`config.mk`:
```
export PLATFORM = sky130hd
export DESIGN_NAME = alu_op_sequencer
export DESIGN_NICKNAME = d
export VERILOG_FILES = /design/src/rtl/alu_op_sequencer_pkg.sv /design/src/rtl/alu_op_sequencer_lat_decode.sv /design/src/rtl/alu_op_sequencer.sv
export SDC_FILE = /design/constraint.sdc
export NUM_CORES = 1
export LEC_CHECK = 0
export BUFFER_PORTS_ARGS = -buffer_cell sky130_fd_sc_hd__buf_2
export CORE_ASPECT_RATIO = 0.6
export CORE_UTILIZATION = 35
export DETAILED_ROUTE_END_ITERATION = 12
export GPL_TIMING_DRIVEN = 0
export MAX_ROUTING_LAYER = met4
export PLACE_DENSITY = 0.7
export SYNTH_ARGS = -nofsm -noshare
export SYNTH_HDL_FRONTEND = slang
export SYNTH_SLANG_ARGS = --single-unit
```
`constraint.sdc`:
```
create_clock -name clk -period 5.4 [get_ports clk]
set_clock_uncertainty 0.1 [all_clocks]
set_input_delay 1.08 -clock clk [delete_from_list [all_inputs] [get_ports clk]]
set_output_delay 1.08 -clock clk [all_outputs]
set_load 0.005 [all_outputs]
```
`src/rtl/alu_op_sequencer_pkg.sv`:
```
// Shared ALU definitions: opcode encodings, sequencer states and
// the illegal-opcode rule used by both the ALU and the sequencer.
package alu_op_sequencer_pkg;

  localparam int OP_W  = 5;
  localparam int LAT_W = 8;   // wide enough for any DIV_LAT up to 255

  localparam logic [OP_W-1:0] OP_AND = 5'h00;
  localparam logic [OP_W-1:0] OP_OR  = 5'h01;
  localparam logic [OP_W-1:0] OP_XOR = 5'h02;
  localparam logic [OP_W-1:0] OP_ILL0 = 5'h0C;
  localparam logic [OP_W-1:0] OP_ILL1 = 5'h0D;
  localparam logic [OP_W-1:0] OP_ADD = 5'h11;
  localparam logic [OP_W-1:0] OP_SUB = 5'h12;
  localparam logic [OP_W-1:0] OP_MUL = 5'h13;
  localparam logic [OP_W-1:0] OP_DIV = 5'h14;
  localparam logic [OP_W-1:0] OP_FIRST_ILL_HI = 5'h15;

  typedef enum logic [1:0] {
    ST_IDLE = 2'd0,
    ST_EXEC = 2'd1,
    ST_RESP = 2'd2
  } state_t;

  // Holes in the opcode map (0x0C, 0x0D) and everything above DIV.
  function automatic logic is_illegal_op(input logic [OP_W-1:0] op);
    return (op == OP_ILL0) || (op == OP_ILL1) || (op >= OP_FIRST_ILL_HI);
  endfunction

endpackage

```
`src/rtl/alu_op_sequencer_lat_decode.sv`:
```
// Opcode -> {legal, is_div, latency}; keeps opcode lists out of the FSM.
module alu_lat_decode
  import alu_op_sequencer_pkg::*;
#(
  parameter int MUL_LAT = 2,
  parameter int DIV_LAT = 34
) (
  input  logic [OP_W-1:0]  opcode,
  output logic             legal,
  output logic             is_div,
  output logic [LAT_W-1:0] latency
);

  // Pure decode; illegal opcodes still report latency 1 but are never executed.
  always_comb begin
    legal   = !is_illegal_op(opcode);
    is_div  = (opcode == OP_DIV);
    latency = LAT_W'(1);
    if (opcode == OP_MUL) latency = LAT_W'(MUL_LAT);
    if (opcode == OP_DIV) latency = LAT_W'(DIV_LAT);
  end

endmodule

```
`src/rtl/alu_op_sequencer.sv`:
```
// Sequences one ALU operation at a time: registers the request, waits the
// opcode latency, captures the 64-bit result and holds it until taken.
//
// Handshakes: a transfer happens on a rising edge where valid and ready are
// both 1. req_ready is high only in IDLE; rsp_valid is high only in RESP and
// the response registers stay stable until rsp_ready is seen.
module alu_op_sequencer
  import alu_op_sequencer_pkg::*;
#(
  parameter int MUL_LAT = 2,
  parameter int DIV_LAT = 34,
  parameter int CNT_W   = 16
) (
  input  logic             clk,
  input  logic             clr,
  input  logic             req_valid,
  output logic             req_ready,
  input  logic [OP_W-1:0]  req_opcode,
  input  logic [31:0]      req_a,
  input  logic [31:0]      req_b,
  output logic [31:0]      alu_a,
  output logic [31:0]      alu_b,
  output logic [OP_W-1:0]  alu_opcode,
  output logic             div_start,
  input  logic [63:0]      alu_result,
  output logic             rsp_valid,
  input  logic             rsp_ready,
  output logic [31:0]      rsp_hi,
  output logic [31:0]      rsp_lo,
  output logic             rsp_zero,
  output logic             rsp_err,
  output logic [CNT_W-1:0] ops_done,
  output state_t           dbg_state
);

  state_t            state_q, state_d;
  logic [LAT_W-1:0]  cnt_q;
  logic              first_q;     // first EXEC cycle after accept
  logic              is_div_q;
  logic [31:0]       alu_a_q, alu_b_q;
  logic [OP_W-1:0]   alu_op_q;
  logic [31:0]       rsp_hi_q, rsp_lo_q;
  logic              rsp_zero_q, rsp_err_q;
  logic [CNT_W-1:0]  ops_q;

  logic              dec_legal, dec_is_div;
  logic [LAT_W-1:0]  dec_lat;

  alu_lat_decode #(
    .MUL_LAT (MUL_LAT),
    .DIV_LAT (DIV_LAT)
  ) u_dec (
    .opcode  (req_opcode),
    .legal   (dec_legal),
    .is_div  (dec_is_div),
    .latency (dec_lat)
  );

  // State register.
  always_ff @(posedge clk or negedge clr) begin
    if (!clr) state_q <= ST_IDLE;
    else      state_q <= state_d;
  end

  // Next-state logic; illegal opcodes skip EXEC and go straight to RESP.
  always_comb begin
    state_d = state_q;
    case (state_q)
      ST_IDLE: if (req_valid) state_d = dec_legal ? ST_EXEC : ST_RESP;
      ST_EXEC: if (cnt_q == LAT_W'(1)) state_d = ST_RESP;
      ST_RESP: if (rsp_ready) state_d = ST_IDLE;
      default: state_d = ST_IDLE;
    endcase
  end

  // Datapath: operand capture, latency countdown, result capture, op counter.
  always_ff @(posedge clk or negedge clr) begin
    if (!clr) begin
      cnt_q      <= '0;
      first_q    <= 1'b0;
      is_div_q   <= 1'b0;
      alu_a_q    <= '0;
      alu_b_q    <= '0;
      alu_op_q   <= '0;
      rsp_hi_q   <= '0;
      rsp_lo_q   <= '0;
      rsp_zero_q <= 1'b0;
      rsp_err_q  <= 1'b0;
      ops_q      <= '0;
    end else begin
      case (state_q)
        ST_IDLE: begin
          if (req_valid) begin
            alu_a_q  <= req_a;
            alu_b_q  <= req_b;
            alu_op_q <= req_opcode;
            cnt_q    <= dec_lat;
            is_div_q <= dec_is_div;
            first_q  <= dec_legal;
            if (!dec_legal) begin
              rsp_hi_q   <= '0;
              rsp_lo_q   <= '0;
              rsp_zero_q <= 1'b0;
              rsp_err_q  <= 1'b1;
            end
          end
        end
        ST_EXEC: begin
          first_q <= 1'b0;
          cnt_q   <= cnt_q - LAT_W'(1);
          if (cnt_q == LAT_W'(1)) begin
            rsp_hi_q   <= alu_result[63:32];
            rsp_lo_q   <= alu_result[31:0];
            rsp_zero_q <= (alu_result == 64'd0);
            rsp_err_q  <= 1'b0;
          end
        end
        ST_RESP: begin
          if (rsp_ready) ops_q <= ops_q + CNT_W'(1);
        end
        default: ;
      endcase
    end
  end

  assign req_ready  = (state_q == ST_IDLE);
  assign rsp_valid  = (state_q == ST_RESP);
  assign div_start  = (state_q == ST_EXEC) && first_q && is_div_q;
  assign alu_a      = alu_a_q;
  assign alu_b      = alu_b_q;
  assign alu_opcode = alu_op_q;
  assign rsp_hi     = rsp_hi_q;
  assign rsp_lo     = rsp_lo_q;
  assign rsp_zero   = rsp_zero_q;
  assign rsp_err    = rsp_err_q;
  assign ops_done   = ops_q;
  assign dbg_state  = state_q;

endmodule
```
## Word-level counts from Yosys, hierarchy flattened

Index checks and enable logic that the tools add are counted.

| storage, ports and cells | value |
|---|---|
| flip-flop bits (word level) | 163 |
| input port bits | 137 |
| output and inout port bits | 156 |
| word-level logic and storage cells | 64 |

| cells by class | value |
|---|---|
| add/sub/neg operators | 2 |
| order comparisons | 1 |
| eq/ne operators | 11 |
| multiplexer cells | 25 |
| reductions and logical operators | 13 |

Operator list:

| kind | count |
|---|---|
| 2-to-1 mux 32 bit | 4 |
| one-hot mux 32 bit (2 select lines) | 2 |
| zero test 64 bit | 1 |
| adder 16 x 1 -> 16 bit (second input constant) | 1 |
| one-hot mux 8 bit (2 select lines) | 1 |
| equality test 5 x 4 -> 1 bit (second input constant) | 2 |
| equality test 5 bit (second input constant) | 2 |
| 2-to-1 mux 2 bit | 5 |
| equality test 8 x 1 -> 1 bit (second input constant) | 1 |
| 2-to-1 mux 8 bit | 1 |
| subtractor 8 x 1 -> 8 bit (second input constant) | 1 |
| 2-to-1 mux 1 bit | 7 |
| 2-to-1 mux 6 bit | 1 |
| one-hot mux 1 bit (2 select lines) | 3 |
| one-hot mux 2 bit (3 select lines) | 1 |
| AND reduction 2 bit | 3 |
| greater-or-equal comparator 5 bit (second input constant) | 1 |
| != test 2 x 1 -> 1 bit (second input constant) | 2 |
| != test 2 bit (second input constant) | 2 |
| AND reduction 4 bit | 1 |
| AND reduction 3 bit | 1 |
| equality test 2 x 1 -> 1 bit (second input constant) | 1 |
| equality test 2 bit (second input constant) | 1 |
| logical AND 1 bit | 2 |
| 4 further kinds | 5 |

## Depth between registers and ports, before layout

Gate-level depths: netlist (run 1).

| depth | value |
|---|---|
| word-level depth | 6 |
| depth in mapped cells | 8 |
| gate-level depth less buffers | 6 |

## Cells and area by module

Synthesis (run 1) repeated with hierarchy kept, for this count alone.

| second synthesis, totals | value |
|---|---|
| cell total of the unflattened synthesis | 611 |
| area, all modules | 6543.8 sq um |

Modules (own cells, without submodules):

| module | times used | cells an instance | area an instance (sq um) | sequential area each (sq um) |
|---|---|---|---|---|
| alu_op_sequencer | 1 | 593 | 6428.7 | 4078.9 |
| alu_lat_decode | 1 | 18 | 115.1 | 0.0 |

## Worst setup path after synthesis (run 1)

No wires, ideal clock.

| timing | value |
|---|---|
| path kind | input -> register |
| from | input port req_valid |
| to | register alu_a_q[21] (netlist: alu_a[21]) |
| library setup time | 65 ps |
| arrival time | 2168 ps |
| required time | 5235 ps |
| setup slack | 3067 ps |
| stages | 6 |
| buffers on the path | 2 |
| cells stage by stage | inv_1 -> nor3_1 -> clkbuf_1 -> buf_1 -> nand2_1 -> nand2_1 |

| between the ends | value |
|---|---|
| longest elaborated chain between the ends | 1 |

RTL lines:

| item | line | RTL |
|---|---|---|
| from (decl) | alu_op_sequencer.sv:16 | `input logic req_valid,` |
| AND reduction 2 bit (no source line) | n/a |  |
| to (signal assigned) | alu_op_sequencer.sv:94 | `alu_a_q <= req_a;` |
| to (decl) | alu_op_sequencer.sv:40 | `logic [31:0] alu_a_q, alu_b_q;` |

No other way between the ends.
A chain may end at the register's enable or synchronous reset.

## Worst setup path after layout (run 1)

| timing | value |
|---|---|
| from | register state_q[0] (netlist: dbg_state[0]) |
| to | output port div_start |

| between the ends | value |
|---|---|
| longest elaborated chain between the ends | 3 |

RTL lines:

| item | line | RTL |
|---|---|---|
| from (decl) | alu_op_sequencer.sv:36 | `state_t state_q, state_d;` |
| from (signal assigned) | alu_op_sequencer.sv:62 | `else state_q <= state_d;` |
| equality test 2 x 1 -> 1 bit | alu_op_sequencer.sv:128 | `assign div_start = (state_q == ST_EXEC) && first_q && is_div_q;` |
| logical AND 1 bit (2 in a row) | alu_op_sequencer.sv:128 |  |
| to (decl) | alu_op_sequencer.sv:24 | `output logic div_start,` |

No other way between the ends.

==> run_results.csv, run 1 <==
group,metric,value,unit
run_status,status,"finished clean",
routing,wl_per_cell,16.19,microns
global_route,grtUsageTotal,20.82,%
sta,slew_headroom,23.85,%
floorplanning,row_count,38,
sta,hold_violations,0,
global_route,grt_overflow,0,
pwr,ir_drop,0.2306,mV
pwr,power_density,564.8,nW/um^2
clock_network,cts_buffer_depth,2,
clock_network,cts_buffers,17,
yosys,yosys.area.top_type,"dfrtp_1",
pwr,p_leak,4.928,nW
floorplanning,die_w,177.5,microns
worst_hold_path,hp-class,"flop to flop",
global_route,antenna_found_initial,2,
layout,drive_above_1_share,36.41,%
sta,max_freq,310.3,MHz
layout,areaGrowthSynthToFinish,37.13,%
yosys,yosysWarnings,0,
sta,setup_viol,0,
layout,mostFrequentLayoutCells,"buf_2, nand2_1, dfrtp_1",
floorplanning,core_area,18070,sq um
sta,rsz0062_at_grt,"no",
worst_setup_path,r2r-end,"alu_a[27]",
floorplanning,dieArea,19040,sq um
worst_setup_path,reg2regPathDepth,6,
worst_setup_path,rr_startpoint,"dbg_state[0]",
layout,final_nets,1058,
yosys,synth_edf_count,0,
worst_setup_path,worstPathArrival,2040,ps
routing,drc,0,
routing,viasPerCell,4.792,
worst_hold_path,hold_start,"alu_opcode[4]",
clock_network,cts_resized,0,
sta,period_share,59.69,%
worst_setup_path,path_class,"flop to output pin",
layout,nFillCells,1721,
worst_setup_path,cp_max_fo,10,
clock_network,clock_sinks,163,
layout,final_common_cell,"buf_2",
worst_setup_path,crit_required,4220,ps
routing,ant_nets,0,
yosys,yosys-top-cells-area,"dfrtp_1, nand2_1, a22o_1",
floorplanning,io_pins,293,
yosys,netlist_area,6466,sq um
yosys,netlist_instances,606,
clock_network,cts_setup_buffers,0,
sta,tightest_slew,1134,ps
yosys,seq_area_frac_synth,63.08,%
yosys,yosys.area.top_type_share,63.08,%
clock_network,cts_tree,"yes",
sta,finalMaxSlewViolations,0,
global_route,grt_max_degree,87,
yosys,synth-seq-cells,163,
placement,dp_hpwl,14270,microns
clock_network,clk_pin_slew,70,ps
yosys,synth_ff_type,"dfrtp_1",
sta,tns,0,ps
yosys,syn_nets,746,
placement,gp_congestion,0.8416,
sta,layout_min_cycle_time,3223,ps
worst_setup_path,cp-startpoint,"dbg_state[0]",
clock_network,root_buffer,"clkbuf_16",
clock_network,cts_hold_buffers,0,
worst_setup_path,end_kind,"output pin",
yosys,postSynthAreaPerCell,10.67,sq um
routing,firstDrtPassIters,4,
floorplanning,initial_core_util,35.79,%
routing,wirelength,19010,microns
global_route,grt_pass1_wl,29300,microns
routing,via_count,5626,
yosys,async_flop_share,100.0,%
run,drv_cap,0,
layout,utilization,49.08,%
placement,port_buffers,292,
worst_setup_path,rrSetupSlack,2550,ps
worst_setup_path,cp-start-kind,"flop",
yosys,yosysUniqueCellTypes,43,
worst_setup_path,crit_path_end,"div_start",
clock_network,clk_latency,420,ps
floorplanning,die_h,107.3,microns
routing,drt_iter0_markers,247,
clock_network,htree_levels,4,
global_route,grt_pass1_vias,5347,
-- final cells by class --
cell class,count,area (sq um),area share (%)
multi-input combinational,403,2202,24.83
tap,240,300.3,3.386
clock buffer,18,429.2,4.840
buffer,33,158.9,1.792
clock inverter,14,165.2,1.863
antenna,3,7.507,0.08466
inverter,7,26.28,0.2963
sequential,163,4079,46.00
timing repair buffer,293,1499,16.90
-- logic make-up after synthesis --
logic type | Yosys count | synth area share [%]
AND/OR/NAND/NOR | 289 | 18.85
flip-flops | 163 | 63.08
AO/OA/AOI/OAI | 94 | 12.27
buffers and inverters | 40 | 2.864
XOR/XNOR | 15 | 2.032
adder cells (fa/ha/maj) | 3 | 0.5806
multiplexers | 2 | 0.3289
-- power by group --
group / switching (W) / total (W) / internal, W
logic: 0.000914 / 0.00171 / 0.000792
registers: 0.000312 / 0.00206 / 0.00175
clock network: 0.000541 / 0.00124 / 0.000700
total: 0.00177 / 0.00501 / 0.00324
-- metal layers --
layer	track usage [%]	wire [microns]
met1	28.86	9254
met2	30.13	8165
met3	5.650	1426
met4	5.250	165
met5	-	0
-- state kept, by name, summed over array words and instances, names as in the netlist --
register    cells
ops_done       16
dbg_state       2
alu_a          32
rsp_zero        1
rsp_hi         32
alu_b          32
is_div_q        1
alu_opcode      5
cnt_q           8
first_q         1
rsp_lo         32
rsp_err         1
-- worst max-delay path: stages (launching register included) --
cell      delay (ps)
dfrtp_1          420
clkbuf_1         370
nor2b_1          500
and3_1           220
buf_2            130
-- through the flow --
stage | setup WS, ps | power (W) | instances | hold WS, ps | instance area, sq um
detailed placement | 1767 | 0.003799 | 1139 | 356.7 | 8265
floorplan | 3067 | 0.002907 | 606 | 336.2 | 6466
global placement | 594.8 | 0.003752 | 1138 | 352.9 | 8228
global route | 2022 | 0.005367 | 1173 | 389.4 | 8865
CTS | 2131 | 0.005064 | 1171 | 372.9 | 8860
finish | 2177 | 0.005008 | 1174 | 370.4 | 8867
-- synth_stat cells (all sizes together) (2+ instances only) --
library cell,count
and3,5
inv,7
nor2b,4
nand4,9
nor3,5
nand3,5
nor2,9
ha,3
nor4,17
clkbuf,20
o41ai,2
xnor2,12
a22o,64
nand2,225
o211ai,4
or4,2
a21oi,5
buf,13
o21ai,7
o31ai,3
xor2,3
nand2b,4
dfrtp,163
-- worst min path at each step --
stage,endpoint,slack [ps],cells after the start
after floorplan,cnt_q[7],340,1
after global placement,alu_b[25],350,2
after detailed placement,alu_b[18],360,2
after CTS,alu_b[18],370,2
after global routing,alu_b[17],390,2
final,alu_opcode[4],370,2
No activity file was read; power rests on OpenSTA's default activity.
==> run 2: changes to the inputs <==
ABC_AREA = 1   (was not set)
PLACE_DENSITY = 0.71   (was 0.7)
clock period = 2.7 ns   (was 5.4 ns; I/O delays follow)
==> run 2 against run 1 <==
  * Final cell count increased by 15%
  * Global-route usage shrank 0.79 points
  * Total power is 110% higher
  * Clock power up 130%
  * Sequential cell count is the same
  * Critical endpoint unchanged
  * Sequential power increased by 100%
  * Register-to-register slack lost 1900 ps
  * Largest power group unchanged
  * Area after synthesis up 3.1%
  * Wire length down 3.0%
  * Non-clock buffer count shrank 4
==> run_results.csv, run 2 <==
group,metric,value,unit
clock_network,clock_sinks,163,
worst_setup_path,worstPathArrival,1550,ps
routing,highest_layer,"met4",
floorplanning,initial_core_util,36.31,%
sta,hold_violations,0,
routing,route.met3.wl,1240,microns
worst_setup_path,cp-start-kind,"flop",
yosys,synth-seq-cells,163,
yosys,yosysMostFrequentCell,"nand2_1",
sta,max_freq,456.1,MHz
sta,period_share,81.20,%
clock_network,cts_buffer_depth,2,
clock_network,cts_tree,"yes",
routing,drc,0,
yosys,netlist_instances,781,
layout,utilization,49.92,%
pwr,power,0.01038,W
clock_network,clk_pin_slew,70,ps
routing,wl_per_cell,13.70,microns
yosys,syn_nets,921,
global_route,grt_pass1_wl,29640,microns
routing,viasPerCell,4.525,
yosys,async_flop_share,100.0,%
global_route,grt_pass1_vias,5837,
routing,dr_wl_met2,8152,microns
worst_hold_path,hp-class,"primary input to flop",
yosys,synth_ff_type,"dfrtp_1",
layout,drive_above_1_share,31.56,%
yosys,yosysUniqueCellTypes,25,
run_status,status,"finished clean",
routing,wl_met1,8853,microns
placement,port_buffers,292,
worst_setup_path,crit_chain,"inv_2 -> nor2_2 -> inv_2 -> nor2_1 -> buf_2",
worst_setup_path,cp_slowest_stage_delay,400,ps
yosys,yosys-top-cells-area,"dfrtp_1, nand2_1, nor2_1",
layout,final_nets,1234,
floorplanning,die_h,108.9,microns
pwr,ir_drop,0.4468,mV
layout,diodes,0,
run,drv_cap,0,
placement,place_ws,529.7,ps
yosys,yosysWarnings,0,
sta,setup_viol,0,
floorplanning,die_w,180.1,microns
layout,nFillCells,1763,
floorplanning,row_count,38,
clock_network,cts_buffers,17,
sta,hold_slack,211.1,ps
worst_setup_path,path_common_cell,"inv_2",
worst_setup_path,critPathSlowestCell,"dfrtp_1",
worst_setup_path,end_kind,"output pin",
layout,mostFrequentLayoutCells,"nand2_1, buf_2, dfrtp_1",
global_route,grtUsageTotal,20.04,%
yosys,seq_area_frac_synth,61.21,%
layout,areaGrowthSynthToFinish,37.48,%
sta,layout_min_cycle_time,2192,ps
worst_setup_path,reg2regPathDepth,10,
sta,finalMaxSlewViolations,0,
clock_network,htree_levels,4,
worst_setup_path,path_class,"flop to output pin",
clock_network,root_buffer,"clkbuf_16",
routing,firstDrtPassIters,4,
yosys,yosys.area.top_type_share,61.21,%
sta,rsz0062_at_grt,"no",
global_route,grt_overflow,0,
pwr,power_density,1133,nW/um^2
global_route,grt_max_degree,90,
routing,wirelength,18440,microns
placement,gp_congestion,0.7778,
routing,drt_iter0_markers,344,
layout,final_common_cell,"nand2_1",
worst_setup_path,cp_max_fo,8,
sta,layout_setup_ws,507.6,ps
sta,slew_headroom,60.62,%
yosys,synth_edf_count,0,
placement,dp_hpwl,13960,microns
routing,ant_nets,0,
layout,fin_cells,1346,
floorplanning,dieArea,19610,sq um
clock_network,clk_latency,420,ps
yosys,yosys.area.top_type,"dfrtp_1",
worst_setup_path,crit_required,2060,ps
yosys,synthTopCellsByCount,"nand2_1, dfrtp_1, nor2_1, inv_1, o21ai_0",
yosys,netlist_area,6664,sq um
routing,via_count,6090,
global_route,antenna_found_initial,0,
sta,tightest_slew,590.7,ps
placement,post-place-cells,1314,
worst_hold_path,holdPathStages,3,
yosys,postSynthAreaPerCell,8.533,sq um
pwr,p_leak,5.407,nW
floorplanning,io_pins,293,
floorplanning,core_area,18350,sq um
==> run 2: logic make-up (layout without fill, tap and decap cells) <==
| family | Yosys count | count (layout) | share of synthesized area, % |
|---|---|---|---|
| AO/OA/AOI/OAI | 32 | 32 | 2.479 |
| AND/OR/NAND/NOR | 504 | 504 | 29.25 |
| XOR/XNOR | 16 | 16 | 2.103 |
| multiplexers | 1 | 1 | 0.1690 |
| adder cells (fa/ha/maj) | 3 | 3 | 0.5633 |
| flip-flops | 163 | 163 | 61.21 |
| buffers and inverters | 62 | 387 | 4.225 |
==> run 2: final timing paths <==
path,start,endpoint,slack (ps)
setup reg to reg,cnt_q[1],rsp_hi[15],630
max in group asynchronous,clr,alu_a[9],1070
min in group asynchronous,clr,alu_b[8],570
setup / recovery,dbg_state[0],div_start,510
hold reg to reg,rsp_lo[4],rsp_lo[4],370
hold / removal,req_a[18],alu_a[18],210
==> run 2: critical path, delay by kind of cell, from the launching register on <==
family                 cells  cell delay [ps]
and+or+nand+nor            2              390
buffers and inverters      3              340
DFF                        1              400
==> run 2: layout make-up <==
class / count / area, sq um / area share, %
Sequential cell: 163 / 4079 / 44.52
Multi-Input combinational cell: 556 / 2303 / 25.14
Timing Repair Buffer: 294 / 1509 / 16.47
Clock buffer: 22 / 464.2 / 5.067
Tap cell: 240 / 300.3 / 3.278
Clock inverter: 9 / 224.0 / 2.445
Buffer: 28 / 153.9 / 1.680
Inverter: 34 / 127.6 / 1.393
==> run 2: metrics by stage <==
stage | TNS (ps) | instance area (sq um)
6_report | 0 | 9161
5_1_grt | 0 | 9161
4_1_cts | 0 | 9161
3_5_place_dp | 0 | 8463
3_3_place_gp | -248870 | 8426
2_1_floorplan | 0 | 6664
==> run 2: metal layers <==
metal	vias to the layer above	global-route usage, %
li1	3024	-
met1	2829	27.13
met2	221	29.43
met3	16	5.344
met4	0	6.105
met5	-	-
==> run 2: where the power goes <==
part	switching (W)	internal [W]	total [W]
clock network	0.000972	0.00188	0.00285
logic	0.00198	0.00145	0.00342
registers	0.000588	0.00352	0.00411
total	0.00354	0.00684	0.0104
==> run 2: repair_timing <==
action | in CTS | in global routing
hold buffers | 1 | 0
buffers inserted | 0 | 0
resized for setup | 0 | 0
hold endpoints to repair | 20 | 0
==> run 3: changes to the inputs <==
ABC_AREA = 0   (was 1)
PLACE_DENSITY = 0.72   (was 0.71)
clock period = 1.8 ns   (was 2.7 ns; I/O delays follow)
==> run 3 against run 2 <==
  * The flow now finishes with violations (setup timing)
  * Wire length rose by 2.0%
  * Global-route usage rose by 0.35 points
  * Final cell count down 12%
  * Die area shrank 2.9%
  * Combinational power increased by 69%
  * Setup slack worse by 1000 ps
  * Highest routed layer unchanged
==> run_results.csv, run 3 (synthesis results as in run 1) <==
group,metric,value,unit
run_status,status,"complete, but fails checks",
run_status,violations,"setup timing",
clock_network,clk_pin_slew,70,ps
pwr,comb_power_share,36.7,%
sta,setup_viol,69,
pwr,power.share.clock,24.0,%
clock_network,htree_levels,4,
floorplanning,die_w,177.5,microns
sta,period_share,128.0,%
sta,layout_min_cycle_time,2303,ps
pwr,p_sw_share,34.73,%
pwr,p_leak,5.135,nW
placement,dp_hpwl,13560,microns
layout,utilization,51.16,%
global_route,antenna_found_initial,0,
sta,layout_setup_ws,-503.4,ps
worst_setup_path,crit_required,1990,ps
sta,tns,-30040,ps
pwr,power_density,1700,nW/um^2
clock_network,cts_buffer_depth,2,
worst_setup_path,cp_max_fo,7,
layout,final_common_cell,"buf_2",
global_route,grt_max_degree,123,
placement,gp_congestion,0.8377,
worst_setup_path,path_class,"flop to flop",
sta,rsz0062_at_grt,"yes",
global_route,grtUsageTotal,20.38,%
worst_setup_path,rrSetupSlack,-500,ps
worst_setup_path,worstPathArrival,2490,ps
routing,wirelength,18800,microns
routing,drc,0,
clock_network,cts_tree,"yes",
floorplanning,row_count,38,
worst_setup_path,end_kind,"flop",
pwr,p_int,0.01025,W
floorplanning,dieArea,19040,sq um
sta,finalMaxSlewViolations,0,
sta,slew_headroom,58.03,%
layout,fin_area,9243,sq um
clock_network,root_buffer,"clkbuf_16",
placement,port_buffers,292,
layout,drive_above_1_share,40.87,%
worst_setup_path,reg2regPathDepth,6,
global_route,grt_pass1_vias,5462,
floorplanning,initial_core_util,35.79,%
worst_setup_path,cp-start-kind,"flop",
worst_hold_path,hold_start,"req_a[14]",
worst_hold_path,hp-class,"primary input to flop",
clock_network,cts_buffers,17,
pwr,p_switching,0.005456,W
worst_setup_path,r2r-end,"rsp_hi[25]",
sta,max_freq,434.1,MHz
routing,viasPerCell,4.862,
global_route,grt_overflow,0,
layout,final_nets,1074,
routing,ant_nets,0,
routing,wl_per_cell,15.84,microns
clock_network,clock_sinks,163,
routing,firstDrtPassIters,4,
sta,hold_violations,0,
run,drv_cap,0,
placement,placed_cell_area,8292,sq um
pwr,p_seq_share,39.3,%
pwr,ir_drop,0.7573,mV
global_route,grt_pass1_wl,29060,microns
clock_network,clk_latency,400,ps
routing,via_count,5771,
floorplanning,core_area,18070,sq um
floorplanning,io_pins,293,
worst_hold_path,min_to,"alu_a[14]",
worst_setup_path,rr_startpoint,"cnt_q[2]",
sta,tightest_slew,629.5,ps
worst_hold_path,holdPathStages,3,
routing,drt_iter0_markers,326,
layout,areaGrowthSynthToFinish,42.94,%
layout,mostFrequentLayoutCells,"buf_2, nand2_1, dfrtp_1",
pwr,power,0.01571,W
layout,diodes,0,
floorplanning,die_h,107.3,microns
run 3: changes by cell type in the layout (fill, tap and decap cells not counted), sizes merged, moves of 6 or more:
cell,change
nand2,-194
a22o,+64
nor2,-48
inv,-20
o21ai,-20
nor4,+17
nand3,-14
buf,+10
clkbuf,+6
run 3: what timing repair did:
item	in CTS	in global routing
setup endpoints to repair	158	115
setup buffers	7	7
hold endpoints to repair	41	0
pin swaps	11	4
cloned	3	2
hold buffers	1	0
gates resized for setup	38	20
run 3: through the flow:
stage	setup WS, ps	cells	hold slack (ps)
after global routing	-550.6	1187	22.01
after detailed placement	-767.1	1139	170.2
after floorplan	-352.9	606	-35.59
after global placement	-2280	1138	352.2
after CTS	-499.1	1179	7.336
final	-503.4	1187	34.11
run 3: area by class of cell:
type / instances / area (sq um)
flip-flops and latches: 163 / 4081
clock inverters: 13 / 163.9
well taps: 240 / 300.3
clock buffers: 19 / 452.9
fillers: 1667 / 8825
multi-input cells: 403 / 2315
plain buffers: 30 / 232.7
repair buffers: 312 / 1670
inverters: 7 / 26.28
run 3: how the worst max path moves through the flow:
stage | start | to | slack [ps] | depth (start not counted)
4_1_cts | cnt_q[5] | rsp_hi[22] | -500 | 7
5_1_grt | cnt_q[2] | rsp_hi[10] | -550 | 6
3_3_place_gp | clr | alu_b[9] | -2280 | 1
3_5_place_dp | dbg_state[0] | alu_a[23] | -770 | 6
6_report | cnt_q[2] | rsp_hi[25] | -500 | 6
2_1_floorplan | cnt_q[5] | rsp_hi[10] | -350 | 7
run 3: routing by layer:
metal / share of wire [%] / track usage (%)
met1: 48 / 28.46
met2: 45 / 30.08
met4: 0.28 / 3.785
met5: 0 / -
met3: 6.6 / 5.297
run 3: power groups by stage:
stage,registers [W],logic (W),clock network (W)
2_1_floorplan,0.00630,0.00250,0
3_3_place_gp,0.00616,0.00513,0
3_5_place_dp,0.00619,0.00525,0
4_1_cts,0.00615,0.00563,0.00389
5_1_grt,0.00635,0.00640,0.00407
6_report,0.00617,0.00577,0.00377
run 3: critical path, stage by stage, from the launching register on:
cell and delay (ps):
dfrtp_2 400, or4_4 570, o41ai_4 390, o211ai_4 180, buf_8 180, clkbuf_16 160
a22o_1 200
